`src/rtl/stuff_or_data_demapper_if.sv`:
```
// rtl/stuff_or_data_demapper_if.sv - payload stream in, extracted client data and status out
// master drives the payload side (frame-overhead parser), slave is the demapper.
interface stuff_or_data_demapper_if #(
  parameter int MPT_W  = 8,
  parameter int DATA_W = 8
);
  logic [MPT_W-1:0]  pm;
  logic [MPT_W-1:0]  cm;
  logic              valid_in;
  logic              sof;
  logic [DATA_W-1:0] din;
  logic [DATA_W-1:0] dout;
  logic              dout_valid;
  logic              sof_out;
  logic              ds;
  logic              frame_done;
  logic              err_sof_early;
  logic              err_sof_late;
  logic              err_cfg;

  modport master (
    output pm, cm, valid_in, sof, din,
    input  dout, dout_valid, sof_out, ds, frame_done,
           err_sof_early, err_sof_late, err_cfg
  );

  modport slave (
    input  pm, cm, valid_in, sof, din,
    output dout, dout_valid, sof_out, ds, frame_done,
           err_sof_early, err_sof_late, err_cfg
  );
endinterface

```
`src/rtl/stuff_or_data_demapper.sv`:
```
// rtl/stuff_or_data_demapper.sv - sigma-delta stuff/data demapper with frame alignment checks
// Regenerates the transmitter's per-position decision from latched pm/cm and forwards data words only.
module stuff_or_data_demapper #(
  parameter int MPT_W  = 8,
  parameter int DATA_W = 8
) (
  input logic clk,
  input logic rst,
  stuff_or_data_demapper_if.slave bus
);
  typedef enum logic {IDLE, FRAME} state_t;

  state_t            state, state_n;
  logic [MPT_W-1:0]  pos, pos_n;
  logic [MPT_W:0]    acc, acc_n;
  logic [MPT_W-1:0]  pm_l, pm_n;
  logic [MPT_W-1:0]  cm_l, cm_n;
  logic              first, first_n;
  logic [DATA_W-1:0] dout_r, dout_n;
  logic              ds_r, ds_n;
  logic              dv_r, dv_n;
  logic              sofo_r, sofo_n;
  logic              fd_r, fd_n;
  logic              early_r, early_n;
  logic              late_r, late_n;
  logic              cfg_r, cfg_n;

  logic              cfg_ok;
  logic              decide;
  logic              first_use;
  logic [MPT_W-1:0]  pm_use, cm_use, pos_use;
  logic [MPT_W:0]    acc_base, s;

  assign cfg_ok = (bus.pm != '0) && (bus.cm <= bus.pm);

  always_ff @(posedge clk or posedge rst) begin
    if (rst) begin
      state   <= IDLE;
      pos     <= '0;
      acc     <= '0;
      pm_l    <= '0;
      cm_l    <= '0;
      first   <= 1'b0;
      dout_r  <= '0;
      ds_r    <= 1'b0;
      dv_r    <= 1'b0;
      sofo_r  <= 1'b0;
      fd_r    <= 1'b0;
      early_r <= 1'b0;
      late_r  <= 1'b0;
      cfg_r   <= 1'b0;
    end else begin
      state   <= state_n;
      pos     <= pos_n;
      acc     <= acc_n;
      pm_l    <= pm_n;
      cm_l    <= cm_n;
      first   <= first_n;
      dout_r  <= dout_n;
      ds_r    <= ds_n;
      dv_r    <= dv_n;
      sofo_r  <= sofo_n;
      fd_r    <= fd_n;
      early_r <= early_n;
      late_r  <= late_n;
      cfg_r   <= cfg_n;
    end
  end

  always_comb begin
    state_n   = state;
    pos_n     = pos;
    acc_n     = acc;
    pm_n      = pm_l;
    cm_n      = cm_l;
    first_n   = first;
    dout_n    = dout_r;
    ds_n      = ds_r;
    dv_n      = 1'b0;
    sofo_n    = 1'b0;
    fd_n      = 1'b0;
    early_n   = 1'b0;
    late_n    = 1'b0;
    cfg_n     = 1'b0;
    decide    = 1'b0;
    first_use = first;
    pm_use    = pm_l;
    cm_use    = cm_l;
    acc_base  = acc;
    pos_use   = pos + 1'b1;
    s         = '0;

    if (bus.valid_in) begin
      if (bus.sof) begin
        // Any sof inside a frame abandons it, even when the new config is rejected.
        early_n = (state == FRAME);
        if (!cfg_ok) begin
          cfg_n   = 1'b1;
          state_n = IDLE;
        end else begin
          decide    = 1'b1;
          pm_use    = bus.pm;
          cm_use    = bus.cm;
          pm_n      = bus.pm;
          cm_n      = bus.cm;
          acc_base  = '0;
          pos_use   = {{(MPT_W-1){1'b0}}, 1'b1};
          first_use = 1'b1;
        end
      end else if (state == FRAME) begin
        decide = 1'b1;
      end else begin
        late_n = 1'b1;
      end
    end

    if (decide) begin
      s     = acc_base + {1'b0, cm_use};
      ds_n  = (s >= {1'b0, pm_use});
      acc_n = ds_n ? (s - {1'b0, pm_use}) : s;
      pos_n = pos_use;
      if (ds_n) begin
        dout_n = bus.din;
        dv_n   = 1'b1;
        sofo_n = first_use;
      end
      first_n = first_use && !ds_n;
      if (pos_use == pm_use) begin
        fd_n    = 1'b1;
        state_n = IDLE;
      end else begin
        state_n = FRAME;
      end
    end
  end

  assign bus.dout          = dout_r;
  assign bus.ds            = ds_r;
  assign bus.dout_valid    = dv_r;
  assign bus.sof_out       = sofo_r;
  assign bus.frame_done    = fd_r;
  assign bus.err_sof_early = early_r;
  assign bus.err_sof_late  = late_r;
  assign bus.err_cfg       = cfg_r;
endmodule

```
`src/flat_wrapper.sv`:
```
// flat-port wrapper written by rule: the top's interface ports become plain ports
module stuff_or_data_demapper_flat 
#(
  parameter int MPT_W  = 8,
  parameter int DATA_W = 8
)
  (clk, rst, bus_pm, bus_cm, bus_valid_in, bus_sof, bus_din, bus_dout, bus_dout_valid, bus_sof_out, bus_ds, bus_frame_done, bus_err_sof_early, bus_err_sof_late, bus_err_cfg);
  stuff_or_data_demapper_if #(.MPT_W(MPT_W), .DATA_W(DATA_W)) bus_i ();
  input logic clk;
  input logic rst;
  input wire logic [$bits(bus_i.pm)-1:0] bus_pm;
  input wire logic [$bits(bus_i.cm)-1:0] bus_cm;
  input wire logic [$bits(bus_i.valid_in)-1:0] bus_valid_in;
  input wire logic [$bits(bus_i.sof)-1:0] bus_sof;
  input wire logic [$bits(bus_i.din)-1:0] bus_din;
  output wire logic [$bits(bus_i.dout)-1:0] bus_dout;
  output wire logic [$bits(bus_i.dout_valid)-1:0] bus_dout_valid;
  output wire logic [$bits(bus_i.sof_out)-1:0] bus_sof_out;
  output wire logic [$bits(bus_i.ds)-1:0] bus_ds;
  output wire logic [$bits(bus_i.frame_done)-1:0] bus_frame_done;
  output wire logic [$bits(bus_i.err_sof_early)-1:0] bus_err_sof_early;
  output wire logic [$bits(bus_i.err_sof_late)-1:0] bus_err_sof_late;
  output wire logic [$bits(bus_i.err_cfg)-1:0] bus_err_cfg;
  assign bus_i.pm = bus_pm;
  assign bus_i.cm = bus_cm;
  assign bus_i.valid_in = bus_valid_in;
  assign bus_i.sof = bus_sof;
  assign bus_i.din = bus_din;
  assign bus_dout = bus_i.dout;
  assign bus_dout_valid = bus_i.dout_valid;
  assign bus_sof_out = bus_i.sof_out;
  assign bus_ds = bus_i.ds;
  assign bus_frame_done = bus_i.frame_done;
  assign bus_err_sof_early = bus_i.err_sof_early;
  assign bus_err_sof_late = bus_i.err_sof_late;
  assign bus_err_cfg = bus_i.err_cfg;
  stuff_or_data_demapper #(.MPT_W(MPT_W), .DATA_W(DATA_W)) u_core (.clk(clk), .rst(rst), .bus(bus_i));
endmodule
```
`config.mk`:
```
export PLATFORM = sky130hd
export DESIGN_NAME = stuff_or_data_demapper_flat
export DESIGN_NICKNAME = d
export VERILOG_FILES = /design/src/rtl/stuff_or_data_demapper_if.sv /design/src/rtl/stuff_or_data_demapper.sv /design/src/flat_wrapper.sv
export SDC_FILE = /design/constraint.sdc
export NUM_CORES = 1
export LEC_CHECK = 0
export CORE_UTILIZATION = 51
export DETAILED_ROUTE_END_ITERATION = 10
export PLACE_DENSITY = 0.73
export SYNTH_ARGS = -nofsm -noshare
export SYNTH_HDL_FRONTEND = slang
export SYNTH_SLANG_ARGS = --single-unit
export TNS_END_PERCENT = 50
```
`constraint.sdc`:
```
create_clock -name clk -period 4.02 [get_ports clk]
set_input_delay 0.603 -clock clk [delete_from_list [all_inputs] [get_ports clk]]
set_output_delay 0.603 -clock clk [all_outputs]
set_load 0.02 [all_outputs]
```
# Word-level counts from Yosys, hierarchy flattened
# Cells that the tools add are included.
[op_classes] add_sub_neg=3 n_lt_le_gt_ge=2 n_eq_ne=2 muxes=39 n_reduce_logical=8
[ops] operator="8-bit 2-to-1 mux" count=9
[ops] operator="9-bit 2-to-1 mux" count=4
[ops] operator="1-bit 2-to-1 mux" count=26
[ops] operator="9-bit by 8-bit adder with 9-bit output" count=1
[ops] operator="9-bit by 8-bit >= comparator with 1-bit output" count=1
[ops] operator="9-bit by 8-bit subtractor with 9-bit output" count=1
[ops] operator="8-bit by 1-bit adder with 8-bit output, second input constant" count=1
[ops] operator="8-bit equality test" count=1
[ops] operator="8-bit <= comparator" count=1
[ops] operator="8-bit nonzero test" count=1
[ops] operator="2-bit nonzero test" count=2
[ops] operator="3-bit AND reduction" count=1
[ops] operator="1-bit logical AND" count=2
[ops] operator="2-bit != test, second input constant" count=1
[ops] operator="2-bit AND reduction" count=1
[ops] operator="1-bit zero test" count=1
[word_totals] reg_bits=50 input_bits=28 word_cells=68

# Depth between registers and ports, before layout
# Gate-level depths: netlist of the first run.
[depth] depth_word=9 depth_mapped=29 mapped_depth_nobuf=26

# Worst setup path after synthesis of the first run
# Ideal clock, no wire load.
[synth_timing] kind="input-to-reg" from="input bus_pm[1]" to="register u_core.dout_r[0] (netlist: u_core.bus.dout[0])" setup_time_ns=0.125 arrival_time_ns=5.973 path_slack_ns=-2.078 stages=27 path_cell_list="inv_1 -> ha_1 -> nor2b_1 -> o211a_1 -> o21a_1 -> nor3_1 -> clkbuf_1 -> mux2i_1 -> inv_1 -> ha_1 -> a21o_1 -> a21oi_1 -> inv_1 -> a2111o_1 -> a41oi_1 -> xnor2_1 -> ha_1 -> nand4_1 -> nor2_1 -> or4_1 -> o21ai_2 -> nand3_2 -> or3_2 -> o221ai_2 -> nor3_2 -> buf_6 -> mux2_4"
[synth_via] elab_chain_len=8 word_cells_on_any_way=18 cone_classes="add/sub: 1; order compare: 2; mux: 12; reduce/logical: 3"
[synth_rtl] item="start, declared" line_no="flat_wrapper.sv:11" source="input wire logic [$bits(bus_i.pm)-1:0] bus_pm;"
[synth_rtl] item="8-bit <= comparator / 8-bit nonzero test (equally long branches)" line_no="stuff_or_data_demapper.sv:34" source="assign cfg_ok = (bus.pm != '0) && (bus.cm <= bus.pm);"
[synth_rtl] item="1-bit logical AND" line_no="stuff_or_data_demapper.sv:34"
[synth_rtl] item="9-bit 2-to-1 mux / 8-bit 2-to-1 mux (equally long branches)" line_no="stuff_or_data_demapper.sv:97" source="if (!cfg_ok) begin"
[synth_rtl] item="9-bit 2-to-1 mux / 8-bit 2-to-1 mux (equally long branches)" line_no="stuff_or_data_demapper.sv:94" source="if (bus.sof) begin"
[synth_rtl] item="9-bit 2-to-1 mux / 8-bit 2-to-1 mux (equally long branches)" line_no="stuff_or_data_demapper.sv:93" source="if (bus.valid_in) begin"
[synth_rtl] item="9-bit by 8-bit adder with 9-bit output" line_no="stuff_or_data_demapper.sv:118" source="s = acc_base + {1'b0, cm_use};"
[synth_rtl] item="9-bit by 8-bit >= comparator with 1-bit output" line_no="stuff_or_data_demapper.sv:119" source="ds_n = (s >= {1'b0, pm_use});"
[synth_rtl] item="2-bit AND reduction (no source line) (*)"
[synth_rtl] item="end signal, assigned" line_no="stuff_or_data_demapper.sv:59" source="dout_r <= dout_n;"
[synth_rtl] item="end, declared" line_no="stuff_or_data_demapper.sv:19" source="logic [DATA_W-1:0] dout_r, dout_n;"
# Mark *: on every way between the ends. The rest lies on a longest branch, timed or not.
# A chain may end at the register's enable or synchronous reset.

# Final worst setup path of the first run
[layout_timing] from="input bus_pm[3]" to="register u_core.acc[3]"
[layout_via] elab_chain_len=8 word_cells_on_any_way=19 cone_classes="add/sub: 2; order compare: 2; mux: 13; reduce/logical: 2"
[layout_rtl] item="8-bit <= comparator / 8-bit nonzero test (equally long branches)" line_no="stuff_or_data_demapper.sv:34"
[layout_rtl] item="1-bit logical AND" line_no="stuff_or_data_demapper.sv:34"
[layout_rtl] item="9-bit 2-to-1 mux / 8-bit 2-to-1 mux (equally long branches)" line_no="stuff_or_data_demapper.sv:97"
[layout_rtl] item="9-bit 2-to-1 mux / 8-bit 2-to-1 mux (equally long branches)" line_no="stuff_or_data_demapper.sv:94"
[layout_rtl] item="9-bit 2-to-1 mux / 8-bit 2-to-1 mux (equally long branches)" line_no="stuff_or_data_demapper.sv:93"
[layout_rtl] item="9-bit by 8-bit adder with 9-bit output" line_no="stuff_or_data_demapper.sv:118"
[layout_rtl] item="9-bit by 8-bit subtractor with 9-bit output / 9-bit by 8-bit >= comparator with 1-bit output (equally long branches)" line_no="stuff_or_data_demapper.sv:120, stuff_or_data_demapper.sv:119"
[layout_rtl] item="9-bit 2-to-1 mux" line_no="stuff_or_data_demapper.sv:120" source="acc_n = ds_n ? (s - {1'b0, pm_use}) : s;"
[layout_rtl] item="end signal, assigned" line_no="stuff_or_data_demapper.sv:55" source="acc <= acc_n;"
[layout_rtl] item="end, declared" line_no="stuff_or_data_demapper.sv:15" source="logic [MPT_W:0] acc, acc_n;"
# Parallel ways exist; a longest one is shown, timed or not.

==> reports/metrics.csv, run 1 <==
metric;value;unit
status;complete, but fails checks;
failing checks;DRC, setup timing;
number of synthesized register bits;50;
Final period util;135.8;%
non-filler instance count after layout;602;
largest net degree at the start of global routing;51;
vias in the first global route;3487;
average wire per cell in the routed design;16.98;µm
Final Hold Vio Count;0;
GR Overflow Total;0;
Gate Count Post-Synth;377;
Unique masters post-synth;63;
RSZ-0062 raised after global routing;true;
P&R area growth vs syn;45.83;%
initial antenna violation count;0;
Worst-path clk slew;100;ps
Leak;2.471;nW
Worst-Skew Late Latency;310;ps
final setup fails;21;
Final Wtd Congestion;0.9536;
share of cells above drive strength 1;34.48;%
largest family of logic cells by synthesized area;simple AND/OR/NAND/NOR gates;
Post-synth EDFFs;0;
# IOs;43;
ANT nets after route;0;
CTS tree;done;
WL final;10.22;mm
Async S/R FF share, synth;100.0;%
Final Instance Area;5100;µm²
CTS buffer count;5;
main area contributors after synthesis;dfrtp_1 (36%), ha_1 (8.6%), nand2_1 (5.0%), xnor2_1 (4.3%), xor2_1 (3.8%);
Layout Skew;6.969;ps
critical path class;in2reg;
fraction of synthesized area in multiplexers;6.905;%
Area after DPL;4700;µm²
H-tree Lvls;2;
Slew @ Worst Pin;1049;ps
Setup crit start;bus_pm[3];
ant diodes;0;
placed cell count;575;
Compound-Gate Fraction of Synth Area;14.63;%
Yosys top cell area share;35.78;%
CP endpoint kind;flip-flop;
Die Area;7192;µm²
DR DRC count;5;
dpl hpwl;7.393;mm
Power per Cell Area;862.2;nW/µm²
Post-Synth XOR/XNOR Area;8.694;%
Worst setup SP type;input port;
Avg Vias per Cell;5.691;
Post-Synth Simple-Gate Area;19.86;%
worst flop-to-flop path startpoint;u_core.cm_l[1]$_DFF_PP0_;
FMAX;0.1831;GHz
Max-Cap Viols;0;
clock buffer depth;2;
die height;84.81;µm
Synth Cell Area;3497;µm²
yosys warns;0;
post-synthesis sequential area ratio;35.78;%
Port Buffers;42;
VDD IR max;0.7852;mV
top_reg_cell synth;dfrtp_1;
first-pass GRT wire length;16.59;mm
CTS sink cnt;50;
Worst slew margin;29.94;%
min cycle time layout;5461;ps
crit path max fanout;7;
total number of vias;3426;
WP data arrival;5660;ps
worst setup margin;-1441;ps
HP Class;reg2reg;
die width;84.81;µm
layout net count;579;
GRT Util Overall;29.55;%
clock root cell;clkbuf_8;
Adder-Cell Fraction of Synth Area;10.02;%
Syn Area/Cell;9.276;µm²
hold wc startpoint;u_core.first$_DFFE_PP0P_;
max-slew violations;0;
Initial Util;53.84;%
hold path depth;2;
WP data required;4220;ps
depth of the most critical reg-to-reg path;20;
TritonRoute pass-1 iters;7;
drt first-iter violations;266;
syn nets;431;
# rows;29;
Synth area leader;dfrtp_1;
core area;6495;µm²
layout by cell type, fill, tap and decap left out, drive strengths merged, types with 4 or more instances in the layout:
cell type | netlist | final
ha | 24 | 24
o21ai | 14 | 14
a22o | 4 | 4
nor4 | 5 | 5
dfrtp | 50 | 50
and2 | 9 | 9
nor3 | 7 | 8
xor2 | 15 | 15
nor2 | 29 | 29
inv | 27 | 28
nand3 | 13 | 13
o211ai | 6 | 6
mux2 | 9 | 9
nand2 | 47 | 47
clkbuf | 5 | 7
buf | 4 | 121
nand4 | 11 | 11
a21o | 8 | 8
mux2i | 11 | 11
xnor2 | 17 | 17
o21a | 5 | 5
clkdlybuf4s50 | 0 | 26
a21oi | 16 | 16
nor2b | 4 | 4
a31oi | 5 | 5
path summary, 6_finish.rpt:
kind	to	slack, ps
max in group asynchronous	u_core.cm_l[2]$_DFF_PP0_	2520
min in group asynchronous	u_core.pos[4]$_DFFE_PP0P_	860
setup / recovery	u_core.acc[3]$_DFFE_PP0P_	-1440
hold reg to reg	u_core.first$_DFFE_PP0P_	490
setup reg to reg	u_core.acc[3]$_DFFE_PP0P_	-300
hold / removal	u_core.first$_DFFE_PP0P_	490
repair_timing:
action | in CTS | in global routing
setup endpoints to repair | 21 | 21
buffers inserted | 14 | 5
pin swaps | 30 | 32
hold buffers | 0 | 0
gates resized for setup | 79 | 40
cloned | 1 | 0
synthesized netlist by cell type (6+ instances only):
cell and instances:
dfrtp_1 50, nand2_1 47, nor2_1 29, inv_1 27
ha_1 24, xnor2_1 17, a21oi_1 16, xor2_1 15
nand3_1 11, nand4_1 11, o21ai_0 11, mux2i_1 10
and2_1 9, a21o_1 8, mux2_4 7, nor3_1 6
o211ai_1 6
power by group:
part           total [W]  switching [W]  internal, W
Sequential      0.000760      0.0000972     0.000663
Combinational    0.00334        0.00161      0.00172
Clock           0.000302       0.000181     0.000121
per-stage QoR:
step	setup TNS (ps)	hold slack [ps]	setup slack (ps)	utilization, %	total power (W)
global placement	-41400	464.0	-2066	72.36	0.003555
floorplan	-31310	446.4	-1649	-	0.002504
detailed placement	-44200	473.9	-2239	72.36	0.003640
finish	-28550	490.2	-1441	78.52	0.004397
CTS	-28490	495.0	-1454	77.29	0.004227
global route	-33030	535.5	-1656	78.52	0.004678
critical path, stage by stage:
cell      delay [ps]
buf_4            100
inv_2             40
ha_4             260
nand4_1          120
buf_4            160
o21a_1           210
nor3_4           250
mux2i_2          260
inv_1             80
ha_1             290
a21o_1           180
a21oi_2          180
inv_1             80
a2111o_1         300
a41oi_2          250
xnor2_2          120
ha_1             320
nand4_1          100
nor2_1            60
or4_4            430
o21ai_4          190
nand3_2          110
or2_4            280
mux2i_4          230
buf_6            180
nor3_2            50
a211o_1          240
cell type report:
type / count / area, µm²
fill: 417 / 1395
inverter: 27 / 113.9
clock buffer: 5 / 68.82
clock inverter: 2 / 13.76
timing repair buffer: 149 / 1235
multi-input combinational: 292 / 2321
tap: 77 / 96.34
sequential: 50 / 1251
metal layers:
metal	wire length [µm]	track usage, %	vias up
met1	4427	37.48	1651
met3	508	4.720	26
met2	5000	51.07	123
li1	-	-	1626
met4	283	10.63	0
met5	0	0	-
cells by family (layout without fill, tap and decap cells):
| family | count (synthesis) | in the layout |
|---|---|---|
| buffers and inverters | 36 | 183 |
| AND/OR/NAND/NOR | 138 | 139 |
| AO/OA/AOI/OAI | 73 | 73 |
| adder cells (fa/ha/maj) | 27 | 27 |
| flip-flops | 50 | 50 |
| multiplexers | 20 | 20 |
| XOR/XNOR | 33 | 33 |
state kept, by name, indices dropped and copies added (netlist names), 8 cells and up:
register	cells
u_core.acc	9
u_core.pos	8
u_core.pm_l	8
u_core.cm_l	8
u_core.bus.dout	8
No activity file was read; power rests on OpenSTA's default activity.
==> run 2, diff against run 1 <==
--- a/config.mk
+++ b/config.mk
@@ -7,7 +7,7 @@
 export LEC_CHECK = 0
 export CORE_UTILIZATION = 51
 export DETAILED_ROUTE_END_ITERATION = 10
-export PLACE_DENSITY = 0.73
+export PLACE_DENSITY = 0.77
 export SYNTH_ARGS = -nofsm -noshare
 export SYNTH_HDL_FRONTEND = slang
 export SYNTH_SLANG_ARGS = --single-unit
==> run 2 against run 1 <==
- the run still ends with DRC, setup timing left
- largest power group unchanged
- clock power up 6%
- worst setup slack worse by 67 ps
- fmax down 1.2%
- non-clock buffer count down 6
- cell count down 0.66%
- critical path type unchanged
==> reports/metrics.csv, run 2 (synthesis results as in run 1) <==
metric;value;unit
ANT nets after route;0;
Leak;2.446;nW
Biggest register;u_core.acc;
CP endpoint kind;flip-flop;
Layout Skew;13.56;ps
min cycle time layout;5527;ps
Area after DPL;4662;µm²
multi-input gate area in the final layout;2337;µm²
# hold bufs at CTS;0;
Die Area;7192;µm²
Util after Layout;77.33;%
RSZ-0062 raised after global routing;true;
Final period util;137.5;%
status;complete, but fails checks;
TritonRoute pass-1 iters;10;
core area;6495;µm²
worst setup margin;-1507;ps
register area;1251;µm²
ant diodes;0;
# IOs;43;
die width;84.81;µm
total power;0.004352;W
WP data arrival;5720;ps
Max-Cap Viols;0;
critical path class;in2reg;
fillers;412;
Slew @ Worst Pin;1052;ps
GR Overflow Total;0;
GRT Util Overall;28.42;%
Setup crit start;bus_cm[1];
drt first-iter violations;228;
H-tree Lvls;2;
first-pass GRT wire length;16.00;mm
commonest non-fill, non-tap cell in the layout;buf_4;
largest net degree at the start of global routing;51;
Power per Cell Area;866.6;nW/µm²
max reg flops;9;
Final Instance Area;5022;µm²
HP Class;reg2reg;
initial antenna violation count;0;
WL final;10.56;mm
share of cells above drive strength 1;33.97;%
DR DRC count;3;
Avg Vias per Cell;5.849;
die height;84.81;µm
CTS buffer count;5;
Final Wtd Congestion;0.9237;
vias in the first global route;3449;
VDD IR max;0.6212;mV
CTS sink cnt;50;
clock buffer depth;2;
Final Hold Vio Count;0;
layout net count;574;
hold wc startpoint;u_core.cm_l[7]$_DFF_PP0_;
most frequent cells in the layout;buf_4 (97), dfrtp_1 (50), nand2_1 (46), nor2_1 (29), clkdlybuf4s50_1 (26);
FMAX;0.1809;GHz
Port Buffers;42;
failing checks;DRC, setup timing;
P&R area growth vs syn;43.61;%
WP data required;4220;ps
Worst slew margin;29.79;%
Initial Util;53.84;%
max-slew violations;0;
CTS tree;done;
final setup fails;21;
Setup TNS;-30110;ps
Worst setup SP type;input port;
crit path max fanout;8;
average wire per cell in the routed design;17.66;µm
clock root cell;clkbuf_8;
total number of vias;3498;
Worst-path clk slew;100;ps
dpl hpwl;7.302;mm
Worst-Skew Late Latency;310;ps
# rows;29;
worst flop-to-flop path startpoint;u_core.cm_l[1]$_DFF_PP0_;
==> run 2: power by group <==
part | total, W | internal [W] | switching, W
combinational | 0.00326 | 0.00165 | 0.00162
clock | 0.000319 | 0.000131 | 0.000189
sequential | 0.000769 | 0.000662 | 0.000106
total | 0.00435 | 0.00244 | 0.00191
==> run 2: area by class of cell <==
| type | count | area share (%) |
|---|---|---|
| multi-input combinational | 293 | 46.54 |
| clock buffer | 5 | 1.370 |
| clock inverter | 3 | 0.5730 |
| tap | 77 | 1.918 |
| sequential | 50 | 24.91 |
| inverter | 27 | 2.118 |
| timing repair buffer | 143 | 22.57 |
==> run 2: worst paths after layout <==
kind	to	slack, ps	cells after the start
setup / recovery	u_core.acc[3]$_DFFE_PP0P_	-1510	26
hold / removal	u_core.cm_l[7]$_DFF_PP0_	490	2
setup reg to reg	u_core.acc[3]$_DFFE_PP0P_	-390	20
hold reg to reg	u_core.cm_l[7]$_DFF_PP0_	490	2
max in group asynchronous	u_core.pm_l[7]$_DFF_PP0_	2500	2
min in group asynchronous	u_core.bus.dout[2]$_DFFE_PP0P_	870	2
==> run 2: metrics by stage <==
step	instances	setup slack, ps	hold slack [ps]
6_report	598	-1507	491.8
2_1_floorplan	377	-1649	446.4
3_3_place_gp	570	-2027	459.9
4_1_cts	588	-1297	494.6
3_5_place_dp	570	-2155	471.6
5_1_grt	598	-1670	534.3
==> run 2: worst max-delay path, cell delays in order <==
cell and delay [ps]:
buf_8 100, ha_4 230, nor2b_4 120, o211a_1 250, o21a_1 210, nor3_4 240, mux2i_2 270, inv_1 110
ha_1 290, a21o_1 180, a21oi_2 200, inv_1 100, a2111o_1 320, a41oi_2 220, xnor2_2 150, ha_1 280
nand4_1 100, nor2_1 40, or4_1 410, o21ai_2 190, nand3_2 120, or3_4 420, o221ai_4 110, buf_6 180
nor3_1 50, a211o_1 230
==> run 2: repair_timing <==
item / in CTS / in global routing
setup endpoints to repair: 21 / 21
gates resized for setup: 75 / 27
gates cloned: 1 / 1
setup buffers: 9 / 9
pin swaps: 19 / 12
==> run 2: routing by layer <==
| layer | track usage (%) | vias to the layer above | wire [µm] |
|---|---|---|---|
| met3 | 4.425 | 27 | 547 |
| met4 | 9.707 | 0 | 286 |
| li1 | - | 1629 | - |
| met5 | 0 | - | 0 |
| met1 | 34.74 | 1714 | 4331 |
| met2 | 51.00 | 128 | 5391 |
==> run 3, diff against run 2 <==
--- a/config.mk
+++ b/config.mk
@@ -6,6 +6,7 @@
 export NUM_CORES = 1
 export LEC_CHECK = 0
 export CORE_UTILIZATION = 51
+export CTS_CLUSTER_SIZE = 10
 export DETAILED_ROUTE_END_ITERATION = 10
 export PLACE_DENSITY = 0.77
 export SYNTH_ARGS = -nofsm -noshare
==> results of run 3 <==
The final DEF is identical to that of run 2; final timing and power are the same.
